## config.mk

```make
export PLATFORM = sky130hd
export DESIGN_NAME = ifu_fetch
export DESIGN_NICKNAME = d
export VERILOG_FILES = /design/src/rtl/ifu_fetch.sv
export SDC_FILE = /design/constraint.sdc
export NUM_CORES = 1
export LEC_CHECK = 0
export BUFFER_PORTS_ARGS = -buffer_cell sky130_fd_sc_hd__buf_2
export CAP_MARGIN = 15
export CORE_UTILIZATION = 56
export CTS_BUF_LIST = sky130_fd_sc_hd__clkbuf_8
export CTS_CLUSTER_SIZE = 10
export DETAILED_ROUTE_END_ITERATION = 7
export PLACE_DENSITY = 0.86
export SYNTH_ARGS = -nofsm -noshare
export SYNTH_HDL_FRONTEND = slang
export SYNTH_SLANG_ARGS = --single-unit
```

## constraint.sdc

```tcl
create_clock -name clk -period 4.2 [get_ports clk]
set_input_delay 0.21 -clock clk [delete_from_list [all_inputs] [get_ports clk]]
set_output_delay 0.21 -clock clk [all_outputs]
set_load 0.01 [all_outputs]
```

## src/rtl/ifu_fetch.sv

```systemverilog
// rtl/ifu_fetch.sv - single-outstanding instruction fetch stage with redirect and halt
// REQ -> WAIT -> OUT per instruction; DROP swallows the response of a redirected fetch.
module ifu_fetch #(
  parameter int                XLEN     = 64,
  parameter logic [XLEN-1:0]   RESET_PC = 'h8000_0000
) (
  input  logic            clk,
  input  logic            rst_n,
  output logic            imem_req_valid,
  input  logic            imem_req_ready,
  output logic [XLEN-1:0] imem_req_addr,
  input  logic            imem_rsp_valid,
  input  logic [31:0]     imem_rsp_data,
  output logic            inst_valid,
  input  logic            inst_ready,
  output logic [31:0]     inst,
  output logic [XLEN-1:0] inst_pc,
  input  logic            redirect_valid,
  input  logic [XLEN-1:0] redirect_pc,
  input  logic            halt,
  output logic            halted,
  output logic [31:0]     fetch_cnt
);

  typedef enum logic [2:0] {S_REQ, S_WAIT, S_OUT, S_DROP, S_HALT} state_e;

  state_e          state_q;
  logic [XLEN-1:0] pc_q;
  logic [XLEN-1:0] inst_pc_q;
  logic [31:0]     inst_q;
  logic [31:0]     fetch_cnt_q;
  logic            req_valid_q;
  logic            inst_valid_q;
  logic            halted_q;

  logic [XLEN-1:0] redir_pc;
  logic            req_fire;
  logic            inst_fire;

  assign redir_pc  = {redirect_pc[XLEN-1:2], 2'b00};
  assign req_fire  = req_valid_q & imem_req_ready;
  assign inst_fire = inst_valid_q & inst_ready;

  // req_valid_q stays low in the first REQ cycle so no request is visible during reset.
  always_ff @(posedge clk or negedge rst_n) begin
    if (!rst_n) begin
      state_q      <= S_REQ;
      pc_q         <= RESET_PC;
      inst_pc_q    <= '0;
      inst_q       <= '0;
      fetch_cnt_q  <= '0;
      req_valid_q  <= 1'b0;
      inst_valid_q <= 1'b0;
      halted_q     <= 1'b0;
    end else begin
      case (state_q)
        S_REQ: begin
          if (redirect_valid) pc_q <= redir_pc;
          if (req_fire) begin
            req_valid_q <= 1'b0;
            state_q     <= redirect_valid ? S_DROP : S_WAIT;
          end else begin
            req_valid_q <= 1'b1;
          end
        end
        S_WAIT: begin
          if (imem_rsp_valid) begin
            if (redirect_valid) begin
              pc_q        <= redir_pc;
              req_valid_q <= 1'b1;
              state_q     <= S_REQ;
            end else begin
              inst_q       <= imem_rsp_data;
              inst_pc_q    <= pc_q;
              inst_valid_q <= 1'b1;
              state_q      <= S_OUT;
            end
          end else if (redirect_valid) begin
            pc_q    <= redir_pc;
            state_q <= S_DROP;
          end
        end
        S_OUT: begin
          if (inst_fire) begin
            if (fetch_cnt_q != 32'hFFFF_FFFF) fetch_cnt_q <= fetch_cnt_q + 32'd1;
            inst_valid_q <= 1'b0;
            if (halt) begin
              halted_q <= 1'b1;
              state_q  <= S_HALT;
            end else begin
              pc_q        <= redirect_valid ? redir_pc : pc_q + XLEN'(4);
              req_valid_q <= 1'b1;
              state_q     <= S_REQ;
            end
          end else if (redirect_valid) begin
            pc_q         <= redir_pc;
            inst_valid_q <= 1'b0;
            req_valid_q  <= 1'b1;
            state_q      <= S_REQ;
          end
        end
        S_DROP: begin
          if (redirect_valid) pc_q <= redir_pc;
          if (imem_rsp_valid) begin
            req_valid_q <= 1'b1;
            state_q     <= S_REQ;
          end
        end
        default: ;
      endcase
    end
  end

  assign imem_req_valid = req_valid_q;
  assign imem_req_addr  = pc_q;
  assign inst_valid     = inst_valid_q;
  assign inst           = inst_q;
  assign inst_pc        = inst_pc_q;
  assign halted         = halted_q;
  assign fetch_cnt      = fetch_cnt_q;

endmodule

```

After elaboration in Yosys (flattened, before gate mapping)
Cells that the tools add are included.
{ "op_classes": {"bitwise_logic": 3, "add_sub_neg": 2, "n_reduce_logical": 12, "n_mux": 27, "eq_ne": 11} }
{ "ops": {"columns": ["cell", "count"], "rows": [
  ["2-to-1 mux 64 bit", 4],
  ["one-hot mux 64 bit (2 select lines)", 1],
  ["adder 64 x 3 -> 64 bit, second input constant", 1],
  ["adder 32 x 1 -> 32 bit, second input constant", 1],
  ["!= test 32 bit, second input constant", 1],
  ["2-to-1 mux 3 bit", 7],
  ["one-hot mux 3 bit (4 select lines)", 1],
  ["2-to-1 mux 1 bit", 10],
  ["!= test 3 bit, second input constant", 3],
  ["AND reduction 3 bit", 3],
  ["!= test 2 bit, second input constant", 4],
  ["AND reduction 4 bit", 2],
  ["== test 3 x 2 -> 1 bit, second input constant", 2],
  ["AND reduction 5 bit", 1],
  ["2-to-1 mux 2 bit", 2],
  ["one-hot mux 1 bit (4 select lines)", 1],
  ["nonzero test 2 bit", 2],
  ["nonzero test 4 bit", 1],
  ["== test 3 x 1 -> 1 bit, second input constant", 1],
  ["zero test 3 bit", 1],
  ["OR reduction 3 bit", 1],
  ["AND 1 bit", 2],
  ["one-hot mux 1 bit (2 select lines)", 1],
  ["AND reduction 2 bit", 1],
  ["NOT 1 bit", 1]
]} }
{ "word_totals": {"inputBits": 103, "output_inout_bits": 195, "regBits": 198, "elab_cells": 63} }

Logic depth before layout (Yosys ltp)
{ "depth": {"word_depth": 5, "depth_mapped": 9, "mapped_depth_nobuf": 7} }

Least setup slack after synthesis
No wires, ideal clock.
{ "synth_path": {"path_kind": "reg-to-reg", "from": "register pc_q[9], in the netlist imem_req_addr[9]", "to": "register pc_q[49], in the netlist imem_req_addr[49]", "path_buffers": 2, "path_stages_with_launch": 9, "synth_period_minus_slack_ns": 2.359, "t_arrival_ns": 2.290, "setup_slack_ns": 1.841, "setup_time_ns": 0.069, "required_ns": 4.131, "path_cell_list": "dfrtp_1 -> buf_4 -> nand4_4 -> or4_4 -> buf_6 -> nor3_4 -> nand4_4 -> or4_1 -> nand3_1"} }
{ "synth_between": {"elab_chain_len": 5} }
{ "synth_rtl": {"columns": ["item", "line_no", "source"], "rows": [
  ["start: declaration", "28", "logic [XLEN-1:0] pc_q;"],
  ["start signal: assignment", "58", "if (redirect_valid) pc_q <= redir_pc;"],
  ["start signal: assignment", "69", "pc_q <= redir_pc;"],
  ["start signal: assignment", "79", "pc_q <= redir_pc;"],
  ["adder 64 x 3 -> 64 bit", "91", "pc_q <= redirect_valid ? redir_pc : pc_q + XLEN'(4);"],
  ["2-to-1 mux 64 bit", "91", null],
  ["2-to-1 mux 64 bit", "87", "if (halt) begin"],
  ["2-to-1 mux 64 bit", "84", "if (inst_fire) begin"],
  ["one-hot mux 64 bit (2 select lines)", "56", "case (state_q)"]
]} }
Every way passes these cells. The select of a mux whose other input is x is not followed.
A chain may end at the register's enable or synchronous reset.

Worst setup path in the final report
{ "layout_path": {"from": "register state_q[1]", "to": "register pc_q[51], in the netlist imem_req_addr[51]"} }
{ "layout_between": {"elab_chain_len": 4, "word_cells_on_any_way": 9, "classes_between": "eq/ne (4); mux (1); reduce/logical (4)"} }
{ "layout_rtl": {"columns": ["item", "line_no", "source"], "rows": [
  ["start: declaration", "27", "state_e state_q;"],
  ["start signal: assignment", "61", "state_q <= redirect_valid ? S_DROP : S_WAIT;"],
  ["== test 3 x 2 -> 1 bit, or another cell as far along", "56", null],
  ["OR reduction 3 bit (no line)", null, null],
  ["nonzero test 2 bit (no line)", null, null],
  ["AND reduction 2 bit (no line)", null, null]
]} }
Parallel ways exist; a longest one is shown, timed or not.

==> impl_results.md <==
* CORE AREA at 16800 um2
* Final count of negative-setup-slack endpoints at 0
* Number of synthesized register bits at 198
* Nets@finish at 1366
* Area of the multi-input gates at 4500 um2
* Fmax at 0.336 GHz
* Final min period at 2.97 ns
* Slew headroom at 43.4%
* Clk root buf: clkbuf_8
* Startpoint types: register
* Crit-path max FO at 49
* Worst R2R Start: state_q[1]
* Worst-Margin Slew at 0.845 ns
* WP data arrival at 3.33 ns
* Starting Density at 57.9%
* Filler Cells Inserted at 1204
* Worst hold path class: in2reg
* Netlist cell types at 70
* DRC errors left at 0
* Layout Skew at 0.0123 ns
* Worst-case reg-to-reg path depth at 7
* Die Height at 134 um
* HP Start: redirect_pc[3]
* IO Pins at 298
* Area Overhead vs Synth at 26.9%
* Seq/Total Area, Yosys at 51.1%
* Avg Inst Size Synth at 10.4 um2
* PnR Total Power at 7.86 mW
* Worst setup EP type: register
* Post-CTS setup buffer count at 0
* Post-Syn Area at 9710 um2
* Yosys top cell by area: dfrtp_1
* Max Root-Sink Buffers at 2
* FF-to-FF setup slack at 1.23 ns
* Top cell type's share of synthesized area at 50.8%
* Sum Neg Setup Slack at 0 ns
* Post-synth EDFFs at 0
* Worst-path clk slew at 0.11 ns
* Static Leak at 5.71 nW
* Max VDD drop at 0.368 mV
* Die area at 17900 um2
* Area occupied by registers at 4960 um2
* Router iterations before antenna repair at 5
* Port buffer count at 295
* Synth top cells by count: 197 x dfrtp_1, 89 x mux2_2, 78 x nand2_1
* TritonCTS Buffers at 17
* Slew Limit Fails at 0
* Main synth FF type: dfrtp_1
* FP Rows at 47
* Largest net degree at the start of global routing at 102
* Pwr/cell area at 638 nW/um2
* Tot GR Track Use at 31.9%
* Reg2reg end: imem_req_addr[51]
* TritonCTS clock tree: yes
* Synth Warn # at 0
* Vias at 9010
* Hpwl dp at 19400 um
* RSZ-0062 raised after global routing: false
* Fin crit share at 70.8%
* Synth area leaders: dfrtp_1 51%, mux2_2 10%, nand3_1 3.6%, nand2_1 3.0%, nand4_1 2.4%
* Grt total ovfl at 0
* Number of global-route vias before repair at 8527
* Layout cell share with drive strength beyond 1 at 34.9%
* Htree depth at 4
* Run status: finished, final reports clean
* Post-Syn Instances at 932
* CP required at 4.56 ns
* Mapped Nets at 1037
* Count leader, synth: dfrtp_1
* First-pass GRT wire length at 44500 um
* Hold EP: imem_req_addr[3]
* CTS Sinks at 198
* Drt wl/cell at 18.8 um
* Max_cap viols at 0
* Placer Congestion at 0.863
* Type of the worst setup path: reg2reg
* Clock latency on the worst-skew pair at 0.47 ns
* Initial antenna violation count at 2
* Hold Vio Cnt, Final at 0
* Die width at 134 um
* Min-Delay Path Depth at 3
* FFs w/ async S/R, synth at 100%
* Avg Vias per Cell at 6.02
* Post-route ant nets at 0
* Final WL at 28200 um
* DR iter-0 viols at 682
## worst max path at each step
stage	start	end	slack [ns]
6_report	state_q[1]	imem_req_addr[51]	1.23
4_1_cts	state_q[1]	imem_req_addr[51]	1.28
2_1_floorplan	imem_req_addr[9]	imem_req_addr[49]	1.84
3_5_place_dp	inst_valid	imem_req_addr[51]	1.28
5_1_grt	inst_valid	imem_req_addr[51]	1.10
3_3_place_gp	state_q[1]	imem_req_addr[51]	1.36
## logic make-up (layout without fill, tap and decap cells)
kind of cell | count (synthesis) | in the layout | share of synthesized area, %
AO/OA/AOI/OAI | 170 | 170 | 11.2
XOR/XNOR | 32 | 32 | 2.89
adder cells (fa/ha/maj) | 2 | 2 | 0.258
buffers and inverters | 68 | 410 | 2.82
flip-flops | 198 | 198 | 51.1
multiplexers | 105 | 105 | 12.0
other | 0 | 3 | 0
AND/OR/NAND/NOR | 357 | 357 | 19.8
## where the power goes
| group | total [mW] | internal, mW | switching, mW | leakage [nW] |
|---|---|---|---|---|
| sequential | 3.57 | 2.68 | 0.897 | 2.42 |
| clock | 1.14 | 0.425 | 0.712 | 0.183 |
| combinational | 3.15 | 1.43 | 1.72 | 3.11 |
## layout by cell type (no fill, tap or decap), types with 13 or more instances in the layout
cell type	count
a21oi_1	45
and3_1	21
buf_2	294
clkbuf_8	18
dfrtp_1	197
dlygate4sd3_1	59
inv_1	13
mux2_2	89
mux2i_1	16
nand2_1	78
nand3_1	69
nand4_1	37
nor2_1	52
nor3_1	22
o21ai_0	37
o22ai_1	20
or4_1	13
xnor2_1	23
## what timing repair did
action	in CTS	in global routing
gates resized for setup	0	0
hold buffers	59	0
hold endpoints to repair	158	0
## routing by layer
metal | vias up | part of all wire [%] | global-route usage, %
met5 | - | 0 | 0
met4 | 0 | 2.7 | 12.2
met3 | 63 | 9.2 | 6.24
met2 | 493 | 49 | 51.6
met1 | 4336 | 40 | 42.5
li1 | 4118 | - | -
## layout make-up
cell class | count | share of cell area, %
tap | 220 | 2.23
multi-input combinational | 666 | 36.6
timing repair buffer | 365 | 17.6
clock buffer | 17 | 1.90
clock inverter | 15 | 1.01
inverter | 13 | 0.396
sequential | 198 | 40.2
antenna | 3 | 0.0609
## state kept, by name, indices dropped and copies added (netlist names)
| name | flops |
|---|---|
| inst_pc | 64 |
| state_q | 3 |
| imem_req_valid | 1 |
| inst_valid | 1 |
| imem_req_addr | 64 |
| inst | 32 |
| fetch_cnt | 32 |
| halted | 1 |
## metrics by stage
stage	instances	util (%)	hold WS, ns	instance area, um2	setup slack, ns
finish	1497	73.5	0.0167	12300	1.23
floorplan	932	-	-0.0856	9710	1.84
detailed placement	1403	67.8	0.348	11400	1.28
global placement	1403	67.8	0.349	11400	1.36
CTS	1494	73.5	0.00135	12300	1.28
global route	1496	73.5	0.00484	12300	1.10
## critical path, cell delays in order (launching register included)
cell,delay (ns)
dfrtp_1,0.47
nor2b_1,0.24
a31oi_4,0.22
buf_4,0.52
nand2_1,0.57
buf_4,0.40
and3_1,0.19
a211o_1,0.27
No activity file was read; power rests on OpenSTA's default activity.
